[src/rtl/seg_pkg.sv]
// Purpose: shared constants and types for the 7-segment scan driver.
// Latency: n/a (declarations only).
// Backpressure: n/a.
// Contents: active-low hex->segment table, blank/off codes, digit-index type.
package seg_pkg;

   // Segment word is {g,f,e,d,c,b,a}, active-low (0 = lit).
   localparam logic [6:0] SEG_BLANK = 7'h7F;
   localparam logic [3:0] AN_OFF    = 4'hF;

   typedef logic [1:0] dig_idx_t;

   // Entry n is the pattern for hex value n; the highest entry is listed first.
   localparam logic [15:0][6:0] HEX_SEG_TBL = {
      7'h0E, 7'h06, 7'h21, 7'h46,   // F E d C
      7'h03, 7'h08, 7'h10, 7'h00,   // b A 9 8
      7'h78, 7'h02, 7'h12, 7'h19,   // 7 6 5 4
      7'h30, 7'h24, 7'h79, 7'h40    // 3 2 1 0
   };

endpackage

[src/rtl/hex_to_seg7.sv]
// Purpose: decode one hex nibble to an active-low 7-segment pattern.
// Latency: combinational.
// Backpressure: none.
// Ports: hex (4-bit value in), seg (7-bit active-low pattern out, seg[0]=a).
module hex_to_seg7
   import seg_pkg::*;
(
   input  logic [3:0] hex,
   output logic [6:0] seg
);

   assign seg = HEX_SEG_TBL[hex];

endmodule

[src/rtl/seg_scan_mux.sv]
// Purpose: time-multiplexed driver for a 4-digit common-anode 7-segment display.
// Latency: outputs registered one cycle after the internal slot counters.
// Backpressure: none; a new load overwrites un-transferred pending data.
// Ports: CLOCK, RESET (sync, active-high); load/digits/dp_mask/blank_mask in;
//        load_ack, frame_done pulses out; an/seg/dp active-low display drive.
// Optional: define SEG_DIM_EN to add dim_level[3:0] PWM brightness control.
module seg_scan_mux
   import seg_pkg::*;
#(
   parameter int REFRESH_DIV = 100000,
   parameter int GUARD_CYC   = 16
)(
   input  logic        CLOCK,
   input  logic        RESET,
   input  logic        load,
   input  logic [15:0] digits,
   input  logic [3:0]  dp_mask,
   input  logic [3:0]  blank_mask,
`ifdef SEG_DIM_EN
   input  logic [3:0]  dim_level,
`endif
   output logic        load_ack,
   output logic        frame_done,
   output logic [3:0]  an,
   output logic [6:0]  seg,
   output logic        dp
);

   localparam int DIV_W = (REFRESH_DIV > 1) ? $clog2(REFRESH_DIV) : 1;

   logic [DIV_W-1:0] div_cnt;
   dig_idx_t         idx;
   logic             pend;

   logic [15:0] pend_digits, act_digits;
   logic [3:0]  pend_dp,     act_dp;
   logic [3:0]  pend_blank,  act_blank;

   logic        tick;
   logic        boundary;
   logic        guard;
   logic        dim_on;
   logic [3:0]  cur_dig;
   logic [6:0]  dec_seg;
   logic [3:0]  an_nxt;
   logic [6:0]  seg_nxt;
   logic        dp_nxt;

   assign tick     = (div_cnt == DIV_W'(REFRESH_DIV - 1));
   assign boundary = tick && (idx == 2'd3);
   assign guard    = (div_cnt < DIV_W'(GUARD_CYC));
   assign cur_dig  = act_digits[{idx, 2'b00} +: 4];

`ifdef SEG_DIM_EN
   logic [3:0] pwm_cnt;

   always_ff @(posedge CLOCK) begin
      if (RESET) pwm_cnt <= 4'd0;
      else       pwm_cnt <= pwm_cnt + 4'd1;
   end

   // Live (unbuffered) brightness: anode on for dim_level+1 of every 16 cycles.
   assign dim_on = (pwm_cnt <= dim_level);
`else
   assign dim_on = 1'b1;
`endif

   hex_to_seg7 u_dec (
      .hex (cur_dig),
      .seg (dec_seg)
   );

   // Guard and dimming only gate the anode; blanking also kills segments and DP.
   always_comb begin
      an_nxt  = AN_OFF;
      seg_nxt = dec_seg;
      dp_nxt  = ~act_dp[idx];
      if (act_blank[idx]) begin
         seg_nxt = SEG_BLANK;
         dp_nxt  = 1'b1;
      end else if (!guard && dim_on) begin
         an_nxt = ~(4'b0001 << idx);
      end
   end

   always_ff @(posedge CLOCK) begin
      if (RESET) begin
         div_cnt     <= '0;
         idx         <= 2'd0;
         pend        <= 1'b0;
         pend_digits <= 16'h0000;
         pend_dp     <= 4'h0;
         pend_blank  <= 4'h0;
         act_digits  <= 16'h0000;
         act_dp      <= 4'h0;
         act_blank   <= AN_OFF;
         an          <= AN_OFF;
         seg         <= SEG_BLANK;
         dp          <= 1'b1;
         load_ack    <= 1'b0;
         frame_done  <= 1'b0;
      end else begin
         div_cnt <= tick ? '0 : div_cnt + DIV_W'(1);
         if (tick) idx <= idx + 2'd1;

         // Transfer reads the pre-edge pending copy, so a load landing on the
         // boundary is kept for the next frame rather than lost.
         if (boundary && pend) begin
            act_digits <= pend_digits;
            act_dp     <= pend_dp;
            act_blank  <= pend_blank;
         end

         if (load) begin
            pend_digits <= digits;
            pend_dp     <= dp_mask;
            pend_blank  <= blank_mask;
            pend        <= 1'b1;
         end else if (boundary) begin
            pend        <= 1'b0;
         end

         frame_done <= boundary;
         load_ack   <= boundary && pend;

         an  <= an_nxt;
         seg <= seg_nxt;
         dp  <= dp_nxt;
      end
   end

endmodule

[config.mk]
export PLATFORM = sky130hd
export DESIGN_NAME = seg_scan_mux
export DESIGN_NICKNAME = d
export VERILOG_FILES = /design/src/rtl/seg_pkg.sv /design/src/rtl/hex_to_seg7.sv /design/src/rtl/seg_scan_mux.sv
export SDC_FILE = /design/constraint.sdc
export NUM_CORES = 1
export LEC_CHECK = 0
export ABC_AREA = 0
export ABC_CLOCK_PERIOD_IN_PS = 3400
export CAP_MARGIN = 0
export CORE_MARGIN = 10
export CORE_UTILIZATION = 55
export CTS_CLUSTER_DIAMETER = 120
export DETAILED_ROUTE_END_ITERATION = 6
export PLACE_DENSITY_LB_ADDON = 0.12
export SLEW_MARGIN = 25
export SYNTH_ARGS = -nofsm -noshare
export SYNTH_HDL_FRONTEND = slang
export SYNTH_SLANG_ARGS = --single-unit
[constraint.sdc]
create_clock -name CLOCK -period 3.4 [get_ports CLOCK]
set_input_delay 0.68 -clock CLOCK [delete_from_list [all_inputs] [get_ports CLOCK]]
set_output_delay 0.68 -clock CLOCK [all_outputs]
set_load 0.01 [all_outputs]
==> Yosys cells after proc, flatten, opt, wreduce, memory -nomap -nowiden <==
Memories as Yosys holds them, arrays and structs flattened. A register that Yosys moved wholly into a read port is not among the register bits.
Cells that the tools add are included.
{ "totals": {"regBits": 75, "latch_bits": 0, "ram_bits": 0, "rom_bits": 112, "input_bits": 27, "out_inout_bits": 14, "word_cells": 36, "memories": 1} }
{ "classes": {"n_addsub": 2, "n_mul": 0, "n_div": 0, "magnitude_cmp": 2, "n_eq_ne": 2, "shifts": 2, "muxes": 6, "bitwise_logic": 2, "n_reduce_logical": 6} }
{ "memory_table": {"columns": ["name", "words", "width", "read_ports", "rd_ports_with_merged_regs", "wr", "line", "text"], "rows": [
  ["(no name shown)", 16, 7, 1, 1, 0, "hex_to_seg7.sv:12", "assign seg = HEX_SEG_TBL[hex];"]
]} }
{ "ops": {"columns": ["cell", "count"], "rows": [
  ["17-bit by 1-bit adder with 17-bit output (second input constant)", 1],
  ["17-bit equality test (second input constant)", 1],
  ["17-bit by 5-bit < comparator with 1-bit output (second input constant)", 1],
  ["16-bit by 5-bit variable part select with 4-bit output", 1],
  ["1-bit binary-select mux with 2-bit select", 2],
  ["1-bit 2-to-1 mux", 4],
  ["4-bit NOT", 1],
  ["2-bit OR reduction", 2],
  ["1-bit by 2-bit << shifter with 4-bit output (first input constant)", 1],
  ["2-bit by 3-bit < comparator with 1-bit output (second input constant)", 1],
  ["3-bit OR reduction", 1],
  ["2-bit by 1-bit adder with 2-bit output (second input constant)", 1],
  ["2-bit equality test (second input constant)", 1],
  ["1-bit logical AND", 2],
  ["2-bit nonzero test", 1],
  ["1-bit NOT", 1]
]} }

==> Logic depth before layout (Yosys ltp) <==
{ "logic_depth": {"depth_word": 4, "depth_mapped": 7, "depth_no_buf": 6} }

==> Hierarchy <==
A second synthesis with hierarchy kept.
{ "hier_totals": {"hier_cells": 384, "hier_area_um2": 3579.7} }
{ "by_module_without_submodules": {"columns": ["mod", "instances", "cells_per_inst", "area_each_um2", "seq_area_each_um2"], "rows": [
  ["seg_scan_mux", 1, 349, 3309.4, 1641.6],
  ["hex_to_seg7", 1, 35, 270.3, 0.0]
]} }

==> Least setup slack after synthesis <==
OpenSTA, ideal clock, no wires.
{ "synth_timing": {"path_kind": "reg-to-reg", "start": "reg idx[0]", "end": "reg seg[0]", "setup_time_ns": 0.121, "t_arrival_ns": 1.880, "required_time_ns": 3.279, "setup_slack_ns": 1.399, "path_stages_with_launch": 7, "n_path_buf": 1, "period_less_slack_ns": 2.001, "cell_sequence": "dfxtp_1 -> buf_6 -> mux4_1 -> ha_1 -> or3b_1 -> o221ai_2 -> nand2_1"} }
{ "synth_between": {"elab_chain_len": 3, "word_cells_on_any_way": 4, "cone_classes": "shift: 1; mux: 2; reduce/logical: 1"} }
{ "synth_rtl": {"columns": ["element", "line", "text"], "rows": [
  ["from (decl)", "seg_scan_mux.sv:32", "dig_idx_t idx;"],
  ["from (signal assigned)", "seg_scan_mux.sv:104", "if (tick) idx <= idx + 2'd1;"],
  ["parallel branches: the longest is 3 deep, another holds 16-bit by 5-bit variable part select with 4-bit output", null, null],
  ["to (decl)", "seg_scan_mux.sv:25", "output logic [6:0] seg,"]
]} }
Parallel ways; which one is timed is not known. The select of a mux whose other input is x is not followed.
A chain may end at the register's enable or synchronous reset.

==> Final worst setup path <==
Same ends and word-level chain as after synthesis.

==> results_dict.tcl <==
set metrics [dict create \
    place_ws_ns 1.13 \
    worst_slew_pin_slew_ns 0.925 \
    end_kind "flip-flop" \
    grt_pass1_wl_um 12200 \
    totalWireLength_um 7410 \
    drt_pre_antenna_iters 4 \
    pin_count 41 \
    wl_met3_um 395 \
    htree_levels 3 \
    power_density_nw_per_um2 434 \
    ctsHoldBuffers 0 \
    drv_slew 0 \
    critPathArrivalTime_ns 2.52 \
    avgRoutedWirePerCell_um 15.5 \
    yosysWarnings 0 \
    cts_buffers 9 \
    status "completed" \
    syn_avg_cell_area_um2 9.74 \
    cts-root-buf "clkbuf_8" \
    period_share_pct 67.2 \
    die_y_um 101 \
    clock_sinks 82 \
    rsz0062_at_grt "false" \
    grt_usage_pct 14.5 \
    drive_gt1_share_pct 7.96 \
    synth-async-reset-ratio_pct 0 \
    layout_min_cycle_time_ns 2.28 \
    cts_tree "yes" \
    yosys.area.top_type_share_pct 45.3 \
    synth_cells 372 \
    netlist_area_um2 3620 \
    fp.dieArea_um2 10200 \
    fin_tns_setup_ns 0 \
    die_w_um 101 \
    gp_congestion 0.795 \
    grt_pass1_vias 2596 \
    syn2layout_area_growth_pct 15.8 \
    core_um2 6390 \
    antenna_found_initial 0 \
    synth_cell_types 44 \
    synth_area_leaders "dfxtp_1, mux2i_1, nand4_1, o31ai_1, a21oi_1" \
    setup_slack_ns 1.12 \
    maxCapViolations 0 \
    path_class "reg2reg" \
    highest_layer "met4" \
    route.detailed.drc 0 \
    leakage_uw 0.00156 \
    io_buffers 40 \
    dp_hpwl_um 5040 \
    start_kind "flip-flop" \
    antenna_cells_inserted 0 \
    ys_seq_area_share_pct 45.3 \
    peakVddDrop_v 0.000274 \
    clock_path_buffers 2 \
    met1_length_um 3890 \
    fill_cells 542 \
    synth_edf_count 0 \
    cts_resized 0 \
    synth_top_cell_by_area "dfxtp_1" \
    drt-initial-drc-count 201 \
    netlist_top_cells_count "dfxtp_1, nor2_1, a21oi_1, nand4_1, mux2i_1" \
    hold_viol_final 0 \
    grt_max_degree 40 \
    initial_utilization_pct 56.8 \
    slew_headroom_pct 38.4 \
    avgViaCountPerCell 5.84 \
    wl_met2_um 3090 \
    crit_fanout 10 \
    hp-class "reg2reg" \
    fin_nets 435 \
    finalClockSkew_ns 0.0130 \
    synth_fp_nets 410 \
    ant_nets 0 \
    setup_viol 0 \
    grt.overflow.total 0 \
    cp.required_ns 3.63 \
    cts_setup_buffers 0 \
    path_clk_slew_ns 0.09 \
    vias 2797 \
    clk-insertion-delay-late_ns 0.35 \
    num_rows 29 \
    synth_ff_type "dfxtp_1" \
    synth.ff_latch_count 82 \
    synth.most_common_cell "dfxtp_1" \
    clock.fmax_ghz 0.438 \
]
-- layout make-up --
class	instances	area, µm²	share of cell area (%)
tap	77	96.3	2.30
sequential	82	1640	39.1
timing repair buffer	45	433	10.3
clock inverter	5	60.1	1.43
inverter	11	41.3	0.984
clock buffer	11	151	3.61
multi-input combinational	248	1770	42.2
-- path summary, 6_finish.rpt --
kind	startpoint	to	slack [ns]	depth (start not counted)
setup reg to reg	idx[0]$_SDFFE_PP0P_	seg[0]$_SDFF_PP1_	1.12	5
hold / removal	div_cnt[0]$_SDFF_PP0_	div_cnt[0]$_SDFF_PP0_	0.47	1
setup / recovery	idx[0]$_SDFFE_PP0P_	seg[0]$_SDFF_PP1_	1.12	5
hold reg to reg	div_cnt[0]$_SDFF_PP0_	div_cnt[0]$_SDFF_PP0_	0.47	1
-- routing by layer --
layer | global-route usage (%) | vias up
met4 | 5.36 | 0
met2 | 19.9 | 77
met3 | 4.29 | 2
li1 | - | 1407
met1 | 20.8 | 1311
met5 | 0 | -
-- registers in the layout, summed over array words and instances, names as in the netlist, 7 cells and up --
register / flops
act_digits: 16
div_cnt: 17
pend_digits: 16
seg: 7
-- kinds of logic (layout without fill, tap and decap cells) --
| logic type | Yosys count | count (layout) | share of synthesized area, % |
|---|---|---|---|
| compound gates | 73 | 73 | 13.0 |
| xor+xnor | 11 | 11 | 2.66 |
| fa+ha+maj | 11 | 11 | 3.80 |
| buf+inv | 42 | 72 | 5.80 |
| flops | 82 | 82 | 45.3 |
| mux | 32 | 32 | 11.3 |
| simple gates | 121 | 121 | 18.1 |
-- cells in the final DEF (no fill, tap or decap), drive strengths merged --
cell,n
a211oi,2
a21oi,30
and2,3
and2b,2
and3,3
and4,3
buf,6
bufinv,1
clkbuf,11
clkdlybuf4s50,39
clkinv,2
clkinvlp,1
dfxtp,82
ha,11
inv,12
mux2i,26
mux4,6
nand2,14
nand2b,1
nand3,13
nand4,31
nor2,38
nor3,2
nor4,2
o211ai,1
o21ai,9
o221ai,5
o31ai,25
o41a,1
or2,1
or3,5
or3b,1
or4,1
or4b,1
xnor2,1
xor2,10
-- where the power goes --
| part | total (µW) | switching [µW] | internal [µW] |
|---|---|---|---|
| Sequential | 994 | 13.6 | 980 |
| Clock | 745 | 361 | 384 |
| Combinational | 84.1 | 36.5 | 47.6 |
-- worst max-delay path, stage by stage, from the launching register on --
cell	delay (ns)
dfxtp_1	0.63
mux4_1	0.74
ha_1	0.28
or3b_1	0.39
o221ai_2	0.07
nand2_1	0.07
-- per-stage QoR --
step / util, % / cells / area [µm²] / power, µW / hold slack (ns)
floorplan: - / 372 / 3620 / 1060 / 0.426
global placement: 62.4 / 463 / 3990 / 1100 / 0.441
detailed placement: 62.4 / 463 / 3990 / 1100 / 0.448
CTS: 65.7 / 479 / 4200 / 1840 / 0.468
global route: 65.7 / 479 / 4200 / 1890 / 0.488
finish: 65.7 / 479 / 4200 / 1820 / 0.466
No activity file was read; power rests on OpenSTA's default activity.
